$ cat src/rtl/mux_rr_arbiter_if.sv
// Handshake bundle between four producers, the arbiter and the consumer.
// Producer side drives in_*, consumer side drives out_ready.
interface mux_rr_arbiter_if #(
   parameter int DATA_W = 64
);
   logic [3:0]        in_valid;
   logic [3:0]        in_last;
   logic [3:0]        in_ready;
   logic [DATA_W-1:0] in_data0;
   logic [DATA_W-1:0] in_data1;
   logic [DATA_W-1:0] in_data2;
   logic [DATA_W-1:0] in_data3;
   logic              out_valid;
   logic              out_ready;
   logic [DATA_W-1:0] out_data;
   logic              out_last;
   logic [1:0]        out_src;
   logic [1:0]        ctrl;

   modport master (
      output in_valid,
      output in_last,
      output in_data0,
      output in_data1,
      output in_data2,
      output in_data3,
      output out_ready,
      input  in_ready,
      input  out_valid,
      input  out_data,
      input  out_last,
      input  out_src,
      input  ctrl
   );

   modport slave (
      input  in_valid,
      input  in_last,
      input  in_data0,
      input  in_data1,
      input  in_data2,
      input  in_data3,
      input  out_ready,
      output in_ready,
      output out_valid,
      output out_data,
      output out_last,
      output out_src,
      output ctrl
   );
endinterface

$ cat src/rtl/mux_rr_arbiter.sv
// Round-robin burst arbiter owning the 4-way mux select, with a
// registered output stage that honours consumer backpressure.
module mux_rr_arbiter #(
   parameter int DATA_W    = 64,
   parameter int MAX_BURST = 16
) (
   input  logic           clk,
   input  logic           rst_n,
   mux_rr_arbiter_if.slave bus
);
   localparam int CW =
      (MAX_BURST > 1) ? $clog2(MAX_BURST) : 1;
   localparam logic [CW-1:0] CNT_LAST = CW'(MAX_BURST - 1);

   typedef enum logic {IDLE, LOCKED} state_e;

   state_e            state_q, state_d;
   logic [1:0]        ptr_q, ptr_d;
   logic [1:0]        sel_q, sel_d;
   logic [CW-1:0]     cnt_q, cnt_d;
   logic              ov_q, ov_d;
   logic              ol_q, ol_d;
   logic [DATA_W-1:0] od_q, od_d;
   logic [1:0]        os_q, os_d;

   logic              rdy;
   logic              xfer;
   logic              cut;
   logic              sel_last;
   logic              found;
   logic [1:0]        win;
   logic [1:0]        idx;
   logic [DATA_W-1:0] sel_data;

   always_comb begin
      sel_data = bus.in_data0;
      unique case (sel_q)
         2'd0: sel_data = bus.in_data0;
         2'd1: sel_data = bus.in_data1;
         2'd2: sel_data = bus.in_data2;
         2'd3: sel_data = bus.in_data3;
         default: sel_data = bus.in_data0;
      endcase
   end

   assign sel_last = bus.in_last[sel_q];
   assign rdy  = (state_q == LOCKED) &&
                 (!ov_q || bus.out_ready);
   assign xfer = rdy && bus.in_valid[sel_q];
   assign cut  = sel_last || (cnt_q == CNT_LAST);

   assign bus.in_ready  = rdy ? (4'b0001 << sel_q) : 4'b0000;
   assign bus.ctrl      = sel_q;
   assign bus.out_valid = ov_q;
   assign bus.out_data  = od_q;
   assign bus.out_last  = ol_q;
   assign bus.out_src   = os_q;

   // First valid requester at or after ptr, wrapping mod 4.
   always_comb begin
      found = 1'b0;
      win   = ptr_q;
      idx   = ptr_q;
      for (int k = 0; k < 4; k++) begin
         idx = ptr_q + 2'(k);
         if (!found && bus.in_valid[idx]) begin
            found = 1'b1;
            win   = idx;
         end
      end
   end

   always_comb begin
      state_d = state_q;
      ptr_d   = ptr_q;
      sel_d   = sel_q;
      cnt_d   = cnt_q;
      ov_d    = ov_q;
      ol_d    = ol_q;
      od_d    = od_q;
      os_d    = os_q;
      unique case (state_q)
         IDLE: begin
            if (found) begin
               state_d = LOCKED;
               sel_d   = win;
            end
         end
         LOCKED: begin
            if (xfer && cut) begin
               state_d = IDLE;
               cnt_d   = '0;
               ptr_d   = sel_q + 2'd1;
            end else if (xfer) begin
               cnt_d = cnt_q + CW'(1);
            end
         end
         default: state_d = IDLE;
      endcase
      if (xfer) begin
         ov_d = 1'b1;
         od_d = sel_data;
         os_d = sel_q;
         ol_d = cut;
      end else if (bus.out_ready) begin
         ov_d = 1'b0;
      end
   end

   always_ff @(posedge clk or negedge rst_n) begin
      if (!rst_n) begin
         state_q <= IDLE;
         ptr_q   <= '0;
         sel_q   <= '0;
         cnt_q   <= '0;
         ov_q    <= 1'b0;
         ol_q    <= 1'b0;
         od_q    <= '0;
         os_q    <= '0;
      end else begin
         state_q <= state_d;
         ptr_q   <= ptr_d;
         sel_q   <= sel_d;
         cnt_q   <= cnt_d;
         ov_q    <= ov_d;
         ol_q    <= ol_d;
         od_q    <= od_d;
         os_q    <= os_d;
      end
   end
endmodule

$ cat src/flat_wrapper.sv
// flat-port wrapper written by rule: the top's interface ports become plain ports
module mux_rr_arbiter_flat 
#(
   parameter int DATA_W    = 64,
   parameter int MAX_BURST = 16
)
  (clk, rst_n, bus_in_valid, bus_in_last, bus_in_data0, bus_in_data1, bus_in_data2, bus_in_data3, bus_out_ready, bus_in_ready, bus_out_valid, bus_out_data, bus_out_last, bus_out_src, bus_ctrl);
  mux_rr_arbiter_if #(.DATA_W(DATA_W)) bus_i ();
  input  logic clk;
  input  logic rst_n;
  input wire logic [$bits(bus_i.in_valid)-1:0] bus_in_valid;
  input wire logic [$bits(bus_i.in_last)-1:0] bus_in_last;
  input wire logic [$bits(bus_i.in_data0)-1:0] bus_in_data0;
  input wire logic [$bits(bus_i.in_data1)-1:0] bus_in_data1;
  input wire logic [$bits(bus_i.in_data2)-1:0] bus_in_data2;
  input wire logic [$bits(bus_i.in_data3)-1:0] bus_in_data3;
  input wire logic [$bits(bus_i.out_ready)-1:0] bus_out_ready;
  output wire logic [$bits(bus_i.in_ready)-1:0] bus_in_ready;
  output wire logic [$bits(bus_i.out_valid)-1:0] bus_out_valid;
  output wire logic [$bits(bus_i.out_data)-1:0] bus_out_data;
  output wire logic [$bits(bus_i.out_last)-1:0] bus_out_last;
  output wire logic [$bits(bus_i.out_src)-1:0] bus_out_src;
  output wire logic [$bits(bus_i.ctrl)-1:0] bus_ctrl;
  assign bus_i.in_valid = bus_in_valid;
  assign bus_i.in_last = bus_in_last;
  assign bus_i.in_data0 = bus_in_data0;
  assign bus_i.in_data1 = bus_in_data1;
  assign bus_i.in_data2 = bus_in_data2;
  assign bus_i.in_data3 = bus_in_data3;
  assign bus_i.out_ready = bus_out_ready;
  assign bus_in_ready = bus_i.in_ready;
  assign bus_out_valid = bus_i.out_valid;
  assign bus_out_data = bus_i.out_data;
  assign bus_out_last = bus_i.out_last;
  assign bus_out_src = bus_i.out_src;
  assign bus_ctrl = bus_i.ctrl;
  mux_rr_arbiter #(.DATA_W(DATA_W), .MAX_BURST(MAX_BURST)) u_core (.clk(clk), .rst_n(rst_n), .bus(bus_i));
endmodule
$ cat config.mk
export PLATFORM = sky130hd
export DESIGN_NAME = mux_rr_arbiter_flat
export DESIGN_NICKNAME = d
export VERILOG_FILES = /design/src/rtl/mux_rr_arbiter_if.sv /design/src/rtl/mux_rr_arbiter.sv /design/src/flat_wrapper.sv
export SDC_FILE = /design/constraint.sdc
export NUM_CORES = 1
export LEC_CHECK = 0
export CORE_UTILIZATION = 26
export CTS_BUF_LIST = sky130_fd_sc_hd__clkbuf_8 sky130_fd_sc_hd__clkbuf_16
export DETAILED_ROUTE_END_ITERATION = 10
export HOLD_SLACK_MARGIN = 0.12
export MAX_ROUTING_LAYER = met4
export PLACE_DENSITY = 0.75
export SLEW_MARGIN = 10
export SYNTH_ARGS = -nofsm -noshare
export SYNTH_HDL_FRONTEND = slang
export SYNTH_SLANG_ARGS = --single-unit
$ cat constraint.sdc
create_clock -name clk -period 2.3 [get_ports clk]
set_input_delay 0.46 -clock clk [delete_from_list [all_inputs] [get_ports clk]]
set_output_delay 0.46 -clock clk [all_outputs]
set_load 0.01 [all_outputs]
==> results.md <==
* Vias per std cell at 4.95
* Endpoints failing setup at 0
* Dominant cells by area after synthesis: dfrtp_1 (44%), a222oi_1 (15%), o21ai_0 (8.0%), a21oi_1 (7.5%), nand2_1 (6.1%)
* TritonCTS Sinks at 77
* Worst hold path class: reg2reg
* Layout area overhead at 93.1%
* Synthesized netlist cell count at 510
* Async set or reset register ratio after synthesis at 100%
* Total number of vias at 5263
* Initial antenna violation count at 1
* Largest net degree at the start of global routing at 59
* Gr ovfl total at 0
* Wire length per cell at 16.4 µm
* Global-route wire length before repair at 27.1 mm
* Die Y-Extent at 132 µm
* Boundary pin count at 341
* Die Width at 132 µm
* DRT iter0 DRCs at 466
* Cell area after synthesis at 4390 µm²
* Worst r2r src: u_core.bus.ctrl[0]
* Post-synth EDFFs at 0
* Flops & latches, synth at 77
* WHS at 0.477 ns
* Final min period at 2.25 ns
* Met2 Use GR at 35.0%
* Fraction of layout cells with a size suffix above 1 at 6.77%
* Pre-CTS WS at 0.0552 ns
* Root Driver: clkbuf_16
* Reg-to-Reg End: u_core.ptr_q[1]
* Max clock buf depth at 2
* GPL Wtd Cong at 0.798
* R2R Setup Slk at 0.36 ns
* Worst Skew at 0.00256 ns
* Mapped Nets at 783
* Ys flop type: dfrtp_1
* Clock-pin transition on the worst setup and hold timing paths at 0.06 ns
* Critical path startpoint category: input port
* H-Tree Depth at 3
* Die ar. at 17400 µm²
* CORE AREA at 16500 µm²
* Clock latency at the later pin of the worst-skew pair at 0.34 ns
* Most instantiated cells after synthesis: dfrtp_1 (77), nand2_1 (71), o21ai_0 (70)
* Final WS setup at 0.0452 ns
* Hold-critical path depth at 2
* Rel. slew slack at 68.4%
* Critical Path RT at 1.84 ns
* Critical Path AT at 1.79 ns
* Max-cap violations at 0
* DRC at 0
* Syn avg cell area at 8.62 µm²
* Grt met1 use at 22.6%
* Status: completed
* Period utilization at 98.0%
* Cts bufs inserted at 9
* WL final at 17.4 mm
* Pwr Density at 1170 nW/µm²
* Crit. End Element: output port
* Fmax at 444 MHz
* Fin. max-slew vios at 0
* Sequential area share after synthesis at 43.8%
* Synth Warn # at 0
* Row cnt at 47
* Total Routing Usage GR at 20.4%
* Starting Density at 26.6%
* Max FO, Critical Path at 5
* Vias in the first global route at 5196
* 1st-pass router iterations at 9
* Setup TNS at 0 ns
* Hold Startpoint: u_core.bus.out_data[12]
* Final Hold Viols at 0
* Most Used Layer, Global Route: met2
* Met3 Resource Use GR at 6.27%
* Cell variety after synth at 34
* Final net count at 1111
* Post-route ant nets at 0
* Crit Path Category: in2out
* VDD IR max at 0.626 mV
* Most common cell in the netlist: dfrtp_1
* Buffers added on ports at 340
* Register-to-Register Path Depth at 5
* Dpl hpwl at 13.4 mm
* Static leakage at 3.42 nW
* Yosys top cell by area: dfrtp_1
* Synth top area share at 43.8%
* CTS tree: built
* Worst-Margin Slew at 0.474 ns
* Hold Path Sink: u_core.bus.out_data[12]
==> area by class of cell <==
type                       count  area, µm²
tap                          220        275
fill                        1549       8040
clock buffer                  11        253
inverter                       3       11.3
antenna                        1       2.50
timing repair buffer         368       3680
sequential                    77       1930
multi-input combinational    379       2250
clock inverter                 4       95.1
==> state kept, by name, indices dropped and copies added (netlist names) <==
name	cells
u_core.ptr_q	2
u_core.state_q	1
u_core.bus.out_src	2
u_core.bus.ctrl	2
u_core.bus.out_valid	1
u_core.bus.out_last	1
u_core.cnt_q	4
u_core.bus.out_data	64
==> worst max path at each step <==
stage,to,startpoint,slack (ns),depth (start not counted)
2_1_floorplan,bus_in_ready[2],u_core.bus.ctrl[0],0.26,5
3_3_place_gp,bus_in_ready[2],bus_out_ready,0.09,4
3_5_place_dp,bus_in_ready[1],bus_out_ready,0.06,4
4_1_cts,bus_in_ready[1],u_core.bus.ctrl[1],0.03,4
5_1_grt,bus_in_ready[1],u_core.bus.ctrl[1],-0.0002,4
6_report,bus_in_ready[1],bus_out_ready,0.05,4
==> kinds of logic after synthesis <==
kind of cell | share of synthesized area, %
compound gates | 32.2
fa+ha+maj | 1.71
buf+inv | 5.50
simple gates | 14.6
mux | 2.16
flops | 43.8
==> cells in the final DEF, fill, tap and decap left out, types with 2 or more instances in the layout <==
| master | instances |
|---|---|
| a21o_1 | 3 |
| a21oi_1 | 66 |
| a222oi_1 | 64 |
| and3_1 | 4 |
| buf_12 | 5 |
| buf_4 | 23 |
| bufinv_16 | 3 |
| clkbuf_16 | 9 |
| clkbuf_8 | 2 |
| clkdlybuf4s50_1 | 339 |
| dfrtp_1 | 77 |
| ha_1 | 2 |
| ha_2 | 3 |
| inv_2 | 2 |
| mux2_4 | 2 |
| mux2i_1 | 2 |
| mux4_2 | 2 |
| nand2_1 | 71 |
| nand2b_1 | 2 |
| nand3_1 | 2 |
| nor2_1 | 69 |
| nor2b_1 | 3 |
| o21ai_0 | 70 |
==> through the flow <==
stage               instances  power [mW]  util (%)  cell area, µm²
detailed placement       1044        8.34      49.1            8110
global placement         1044        8.22      49.1            8110
finish                   1063        9.96      51.4            8490
global route             1063        10.8      51.4            8490
CTS                      1060        10.0      51.2            8470
floorplan                 510        5.64         -            4390
==> per-layer routing <==
metal  share of wire [%]  vias up
met5                   0        -
met4                 1.5        0
met3                 8.3       25
met2                  50      246
met1                  40     2404
li1                    -     2588
==> worst max-delay path, stage by stage <==
cell and delay (ns):
clkdlybuf4s50_1 0.45, nand2b_1 0.17, and3_1 0.18, clkdlybuf4s50_1 0.53
==> report_power, final <==
group | switching, mW | total (mW) | internal (mW) | leakage [nW]
Clock | 0.532 | 1.64 | 1.11 | 0.172
Sequential | 0.352 | 2.32 | 1.96 | 0.975
Combinational | 3.09 | 6.01 | 2.91 | 2.27
Total | 3.98 | 9.96 | 5.99 | 3.42
==> what timing repair did <==
action,in CTS,in global routing
hold buffers,1,0
setup buffers,0,2
pin swaps,0,0
endpoints found under the setup margin,2,2
hold endpoints to repair,34,0
cloned,0,0
resized for setup,2,0
Power figures use the tool's default switching activity.
